File: src/rtl/flash_arbiter.sv
// Two-port (instruction/data) arbiter in front of a single flash read port,
// with round-robin tie-breaking, a one-word read buffer and a WAIT timeout.
module flash_arbiter #(
    parameter int HIT_EN  = 1,
    parameter int TIMEOUT = 1023
) (
    input  logic        clk_i,
    input  logic        rst_i,
    input  logic        ireq_valid_i,
    input  logic [31:0] ireq_addr_i,
    output logic        ireq_ready_o,
    output logic        iresp_valid_o,
    output logic [31:0] iresp_value_o,
    output logic        iresp_err_o,
    input  logic        dreq_valid_i,
    input  logic [31:0] dreq_addr_i,
    output logic        dreq_ready_o,
    output logic        dresp_valid_o,
    output logic [31:0] dresp_value_o,
    output logic        dresp_err_o,
    output logic        fl_req_valid_o,
    output logic [31:0] fl_req_addr_o,
    input  logic        fl_req_ready_i,
    input  logic        fl_resp_valid_i,
    input  logic [31:0] fl_resp_value_i,
    input  logic        invalidate_i
);
    localparam int CW = (TIMEOUT < 1) ? 1 : $clog2(TIMEOUT + 1);

    typedef enum logic [1:0] {IDLE, ISSUE, WAIT, RESP} state_t;

    state_t        state_q, state_d;
    logic          last_i_q, last_i_d;
    logic          owner_d_q, owner_d_d;
    logic [31:0]   addr_q, addr_d;
    logic [31:0]   data_q, data_d;
    logic          err_q, err_d;
    logic [CW-1:0] cnt_q, cnt_d;
    logic          kill_q, kill_d;
    logic          buf_valid_q, buf_valid_d;
    logic [21:0]   buf_tag_q, buf_tag_d;
    logic [31:0]   buf_data_q, buf_data_d;
    logic          iresp_valid_q, iresp_valid_d;
    logic [31:0]   iresp_value_q, iresp_value_d;
    logic          iresp_err_q, iresp_err_d;
    logic          dresp_valid_q, dresp_valid_d;
    logic [31:0]   dresp_value_q, dresp_value_d;
    logic          dresp_err_q, dresp_err_d;

    logic          grant_i, grant_d, accept, hit;
    logic [31:0]   req_addr;
    logic          unused_addr_bits;

    // Tie goes to the port that did not win the previous acceptance.
    assign grant_i  = ireq_valid_i && (!dreq_valid_i || !last_i_q);
    assign grant_d  = dreq_valid_i && (!ireq_valid_i || last_i_q);
    assign ireq_ready_o = (state_q == IDLE) && grant_i;
    assign dreq_ready_o = (state_q == IDLE) && grant_d;
    assign accept   = ireq_ready_o || dreq_ready_o;
    assign req_addr = grant_i ? ireq_addr_i : dreq_addr_i;
    assign hit      = (HIT_EN != 0) && buf_valid_q && !invalidate_i
                      && (buf_tag_q == req_addr[23:2]);

    assign unused_addr_bits = ^{ireq_addr_i[31:24], ireq_addr_i[1:0],
                                dreq_addr_i[31:24], dreq_addr_i[1:0]};

    assign fl_req_valid_o = (state_q == ISSUE);
    assign fl_req_addr_o  = addr_q;
    assign iresp_valid_o  = iresp_valid_q;
    assign iresp_value_o  = iresp_value_q;
    assign iresp_err_o    = iresp_err_q;
    assign dresp_valid_o  = dresp_valid_q;
    assign dresp_value_o  = dresp_value_q;
    assign dresp_err_o    = dresp_err_q;

    always_comb begin
        state_d       = state_q;
        last_i_d      = last_i_q;
        owner_d_d     = owner_d_q;
        addr_d        = addr_q;
        data_d        = data_q;
        err_d         = err_q;
        cnt_d         = cnt_q;
        kill_d        = kill_q;
        buf_valid_d   = buf_valid_q;
        buf_tag_d     = buf_tag_q;
        buf_data_d    = buf_data_q;
        iresp_valid_d = 1'b0;
        iresp_value_d = iresp_value_q;
        iresp_err_d   = iresp_err_q;
        dresp_valid_d = 1'b0;
        dresp_value_d = dresp_value_q;
        dresp_err_d   = dresp_err_q;

        case (state_q)
            IDLE: begin
                if (accept) begin
                    owner_d_d = grant_d;
                    last_i_d  = grant_i;
                    addr_d    = {8'h00, req_addr[23:2], 2'b00};
                    kill_d    = 1'b0;
                    cnt_d     = '0;
                    if (hit) begin
                        data_d  = buf_data_q;
                        err_d   = 1'b0;
                        state_d = RESP;
                    end else begin
                        state_d = ISSUE;
                    end
                end
            end
            ISSUE: begin
                if (invalidate_i) kill_d = 1'b1;
                if (fl_req_ready_i) begin
                    cnt_d   = '0;
                    state_d = WAIT;
                end
            end
            WAIT: begin
                if (invalidate_i) kill_d = 1'b1;
                if (fl_resp_valid_i) begin
                    data_d  = fl_resp_value_i;
                    err_d   = 1'b0;
                    state_d = RESP;
                    // A fill is dropped if an invalidate was seen while it was in flight.
                    if (!kill_q && !invalidate_i) begin
                        buf_valid_d = 1'b1;
                        buf_tag_d   = addr_q[23:2];
                        buf_data_d  = fl_resp_value_i;
                    end
                end else if (cnt_q == CW'(TIMEOUT)) begin
                    data_d  = 32'hFFFF_FFFF;
                    err_d   = 1'b1;
                    state_d = RESP;
                end else begin
                    cnt_d = cnt_q + CW'(1);
                end
            end
            RESP: begin
                if (owner_d_q) begin
                    dresp_valid_d = 1'b1;
                    dresp_value_d = data_q;
                    dresp_err_d   = err_q;
                end else begin
                    iresp_valid_d = 1'b1;
                    iresp_value_d = data_q;
                    iresp_err_d   = err_q;
                end
                state_d = IDLE;
            end
            default: state_d = IDLE;
        endcase

        if (invalidate_i) buf_valid_d = 1'b0;
    end

    always_ff @(posedge clk_i) begin
        if (rst_i) begin
            state_q       <= IDLE;
            last_i_q      <= 1'b0;
            owner_d_q     <= 1'b0;
            addr_q        <= '0;
            data_q        <= '0;
            err_q         <= 1'b0;
            cnt_q         <= '0;
            kill_q        <= 1'b0;
            buf_valid_q   <= 1'b0;
            buf_tag_q     <= '0;
            buf_data_q    <= '0;
            iresp_valid_q <= 1'b0;
            iresp_value_q <= '0;
            iresp_err_q   <= 1'b0;
            dresp_valid_q <= 1'b0;
            dresp_value_q <= '0;
            dresp_err_q   <= 1'b0;
        end else begin
            state_q       <= state_d;
            last_i_q      <= last_i_d;
            owner_d_q     <= owner_d_d;
            addr_q        <= addr_d;
            data_q        <= data_d;
            err_q         <= err_d;
            cnt_q         <= cnt_d;
            kill_q        <= kill_d;
            buf_valid_q   <= buf_valid_d;
            buf_tag_q     <= buf_tag_d;
            buf_data_q    <= buf_data_d;
            iresp_valid_q <= iresp_valid_d;
            iresp_value_q <= iresp_value_d;
            iresp_err_q   <= iresp_err_d;
            dresp_valid_q <= dresp_valid_d;
            dresp_value_q <= dresp_value_d;
            dresp_err_q   <= dresp_err_d;
        end
    end
endmodule

File: config.mk
export PLATFORM = sky130hd
export DESIGN_NAME = flash_arbiter
export DESIGN_NICKNAME = d
export VERILOG_FILES = /design/src/rtl/flash_arbiter.sv
export SDC_FILE = /design/constraint.sdc
export NUM_CORES = 1
export LEC_CHECK = 0
export BUFFER_PORTS_ARGS = -buffer_cell sky130_fd_sc_hd__buf_2
export CORE_ASPECT_RATIO = 1.75
export CORE_MARGIN = 2
export CORE_UTILIZATION = 40
export DETAILED_ROUTE_END_ITERATION = 8
export HOLD_SLACK_MARGIN = 0.1
export SYNTH_ARGS = -nofsm -noshare
export SYNTH_HDL_FRONTEND = slang
export SYNTH_SLANG_ARGS = --single-unit
File: constraint.sdc
create_clock -name clk_i -period 6.7 [get_ports clk_i]
set_input_delay 0.67 -clock clk_i [delete_from_list [all_inputs] [get_ports clk_i]]
set_output_delay 0.67 -clock clk_i [all_outputs]
set_load 0.02 [all_outputs]
==> run metrics <==
Slew @ Worst Pin 1220 ps; post-synthesis cell area between 0.008 and 0.009 mm²; fin crit share around 47%; asr flop ratio synth 0%; maxcap violations 0; routed wire length about 22000 µm; Longest Clk Path Bufs 2; Ys Warns 0; Post-CTS Hold Fix Bufs 0; number of synthesized register bits roughly 190; syn avg cell area 8.12 µm²; Clk pwr share between 30% and 40%; commonest non-fill, non-tap cell in the layout nand2_1; routed len/inst 15.5 µm; clock root cell clkbuf_16; Area growth, synth to finish 18.3%; cell area power density around 310 mW/mm²; Multi-input gate area between 0.004 and 0.005 mm²; post-CTS setup buffers 0; largest cells by area after synthesis dfxtp_1, nand2_1, a21oi_1; Hold Slack ~450 ps; htree depth 4; Via Count ~7300; register area 0.00386 mm²; gr usage total roughly 20%; CP Launch Type input pin; largest net degree at the start of global routing 86; relative max-transition margin a little under a fifth; TritonCTS buffer count 17; RD Place Congestion roughly 0.8; CTS Sinks 193; hpwl dp ~15000 µm; number of flops mapped to enable cells by yosys 0; final setup violation count 0; ANT nets after route 0; skew final 9.22 ps; Ports a little over 200; port bufs between 150 and 200; fmax 315 MHz; Internal Power approximately 2 mW; CTS tree built; ant diodes 0; post-DR vias/cell approximately 5.2; Hold Vio Cnt, Final 0; sequential area share after synthesis 46.3%; Period minus WS final about 3200 ps; Reg clk slew, reported paths approximately 70 ps; leading cell types in the layout, fill and taps excluded nand2_1, dfxtp_1, buf_2, a21oi_1, nor2_1; row cnt 69; share of cells above drive strength 1 19.2%; first-pass GRT wire length between 30000 and 40000 µm; Setup TNS 0 ps; Sw Ratio 33.3%; failing checks DRC; status finished with violations; Main synth FF type dfxtp_1; Initial Util 40.9%; Critical Path End Type flop; P_sw just over 1 mW; worst hold path type reg2reg; cell leakage power 3.95 nW; WP data required ~7100 ps; Reg power frac a little over two fifths; height of the die between 150 and 200 µm; Worst Path Max Fanout 32; RSZ-0062 raised after global routing false; Synth cell types 55; drt pass-1 iters 6; die width ~110 µm; Crit path arrival time 3530 ps; cells after synthesis ~1000; Die ar. roughly 0.022 mm²; clock insertion delay at the later pin of the skew report about 430 ps; vias in the first global route roughly 6800; residual DRC count 11; fill count approximately 2100; max-slew violations 0; nets@finish around 1300; Core Box Area 0.0204 mm²; CTS resizes 0; GRT overflow 0; power share of the combinational group between 20 and 25%; initial antenna violation count 1; initial detailed-routing violation count approximately 320; worst vdd ir 200 µV; share of the synthesized area in the top cell type 46.3%; Yosys top cell by area dfxtp_1; crit path kind in2reg
Yosys cell counts, types with 7 or more instances:
cell type	count
a21oi_1	129
nor2b_1	8
clkbuf_1	62
nand3b_1	32
o211ai_1	33
dfxtp_1	193
inv_1	16
nor2_1	52
nand2_1	301
buf_1	7
a211oi_1	17
ha_1	7
nor3_1	8
buf_4	11
xor2_1	8
xnor2_1	10
mux2i_1	46
nand2b_1	8
a311oi_1	8
nand3_1	7
path summary, 6_finish.rpt:
path	slack, ps	depth (start not counted)	start	to
min reg2reg	450	2	iresp_value_o[10]	iresp_value_o[10]
max	3530	9	ireq_valid_i	data_q[4]
min	450	2	iresp_value_o[10]	iresp_value_o[10]
max reg2reg	3570	8	last_i_q	data_q[4]
area by class of cell:
| type | instances | area share, % |
|---|---|---|
| flip-flops and latches | 193 | 39.2 |
| repair buffers | 184 | 9.59 |
| clock inverters | 12 | 1.34 |
| inverters | 16 | 0.609 |
| clock buffers | 19 | 4.59 |
| well taps | 248 | 3.14 |
| multi-input cells | 742 | 41.6 |
power by group through the flow:
stage	registers [mW]	logic (mW)	clock network, mW
after floorplan	1.36	0.501	0
after global placement	1.32	0.754	0
after detailed placement	1.32	0.761	0
after CTS	1.29	0.764	1.05
after global routing	1.30	0.837	1.09
final	1.29	0.752	1.02
critical path, stage by stage:
cell and delay, ps:
buf_2 140, a21boi_4 480, buf_4 370, mux2i_1 500
a2111oi_0 180, and4_1 260, a31oi_4 130, buf_4 520
mux2i_1 260
cells by family (layout without fill, tap and decap cells):
kind of cell / after synthesis / in the layout / synth area share, %
XOR/XNOR: 18 / 18 / 1.89
flip-flops: 193 / 193 / 46.3
AND/OR/NAND/NOR: 435 / 435 / 22.6
multiplexers: 47 / 47 / 5.69
AO/OA/AOI/OAI: 225 / 225 / 17.0
other: 1 / 10 / 0.0450
buffers and inverters: 101 / 231 / 5.42
adder cells (fa/ha/maj): 7 / 7 / 1.05
registers in the layout (all words and copies together), names as in the netlist:
register / flops
state_q: 2
iresp_valid_o: 1
last_i_q: 1
owner_d_q: 1
buf_valid_q: 1
dresp_value_o: 32
cnt_q: 10
buf_data_q: 32
err_q: 1
buf_tag_q: 22
dresp_err_o: 1
iresp_value_o: 32
iresp_err_o: 1
fl_req_addr_o: 22
data_q: 32
dresp_valid_o: 1
kill_q: 1
per-layer routing:
layer / vias to the layer above / routed length, µm / share of wire [%] / global-route usage [%]
met4: 2 / 488 / 2.2 / 7.14
met1: 3385 / 8980 / 41 / 22.9
met2: 179 / 11400 / 52 / 35.5
li1: 3727 / - / - / -
met5: - / 13 / 0.059 / 0
met3: 24 / 1090 / 5.0 / 4.84
per-stage QoR:
stage / cells / util [%] / area (µm²) / power [mW] / worst slack (ps)
2_1_floorplan: 1036 / - / 8370 / 1.86 / 4210
3_3_place_gp: 1383 / 45.6 / 9280 / 2.07 / 3080
3_5_place_dp: 1383 / 45.6 / 9280 / 2.08 / 3090
4_1_cts: 1414 / 48.4 / 9870 / 3.10 / 3520
5_1_grt: 1414 / 48.4 / 9870 / 3.23 / 3260
6_report: 1414 / 48.4 / 9870 / 3.06 / 3530
No activity file was read; power rests on OpenSTA's default activity.
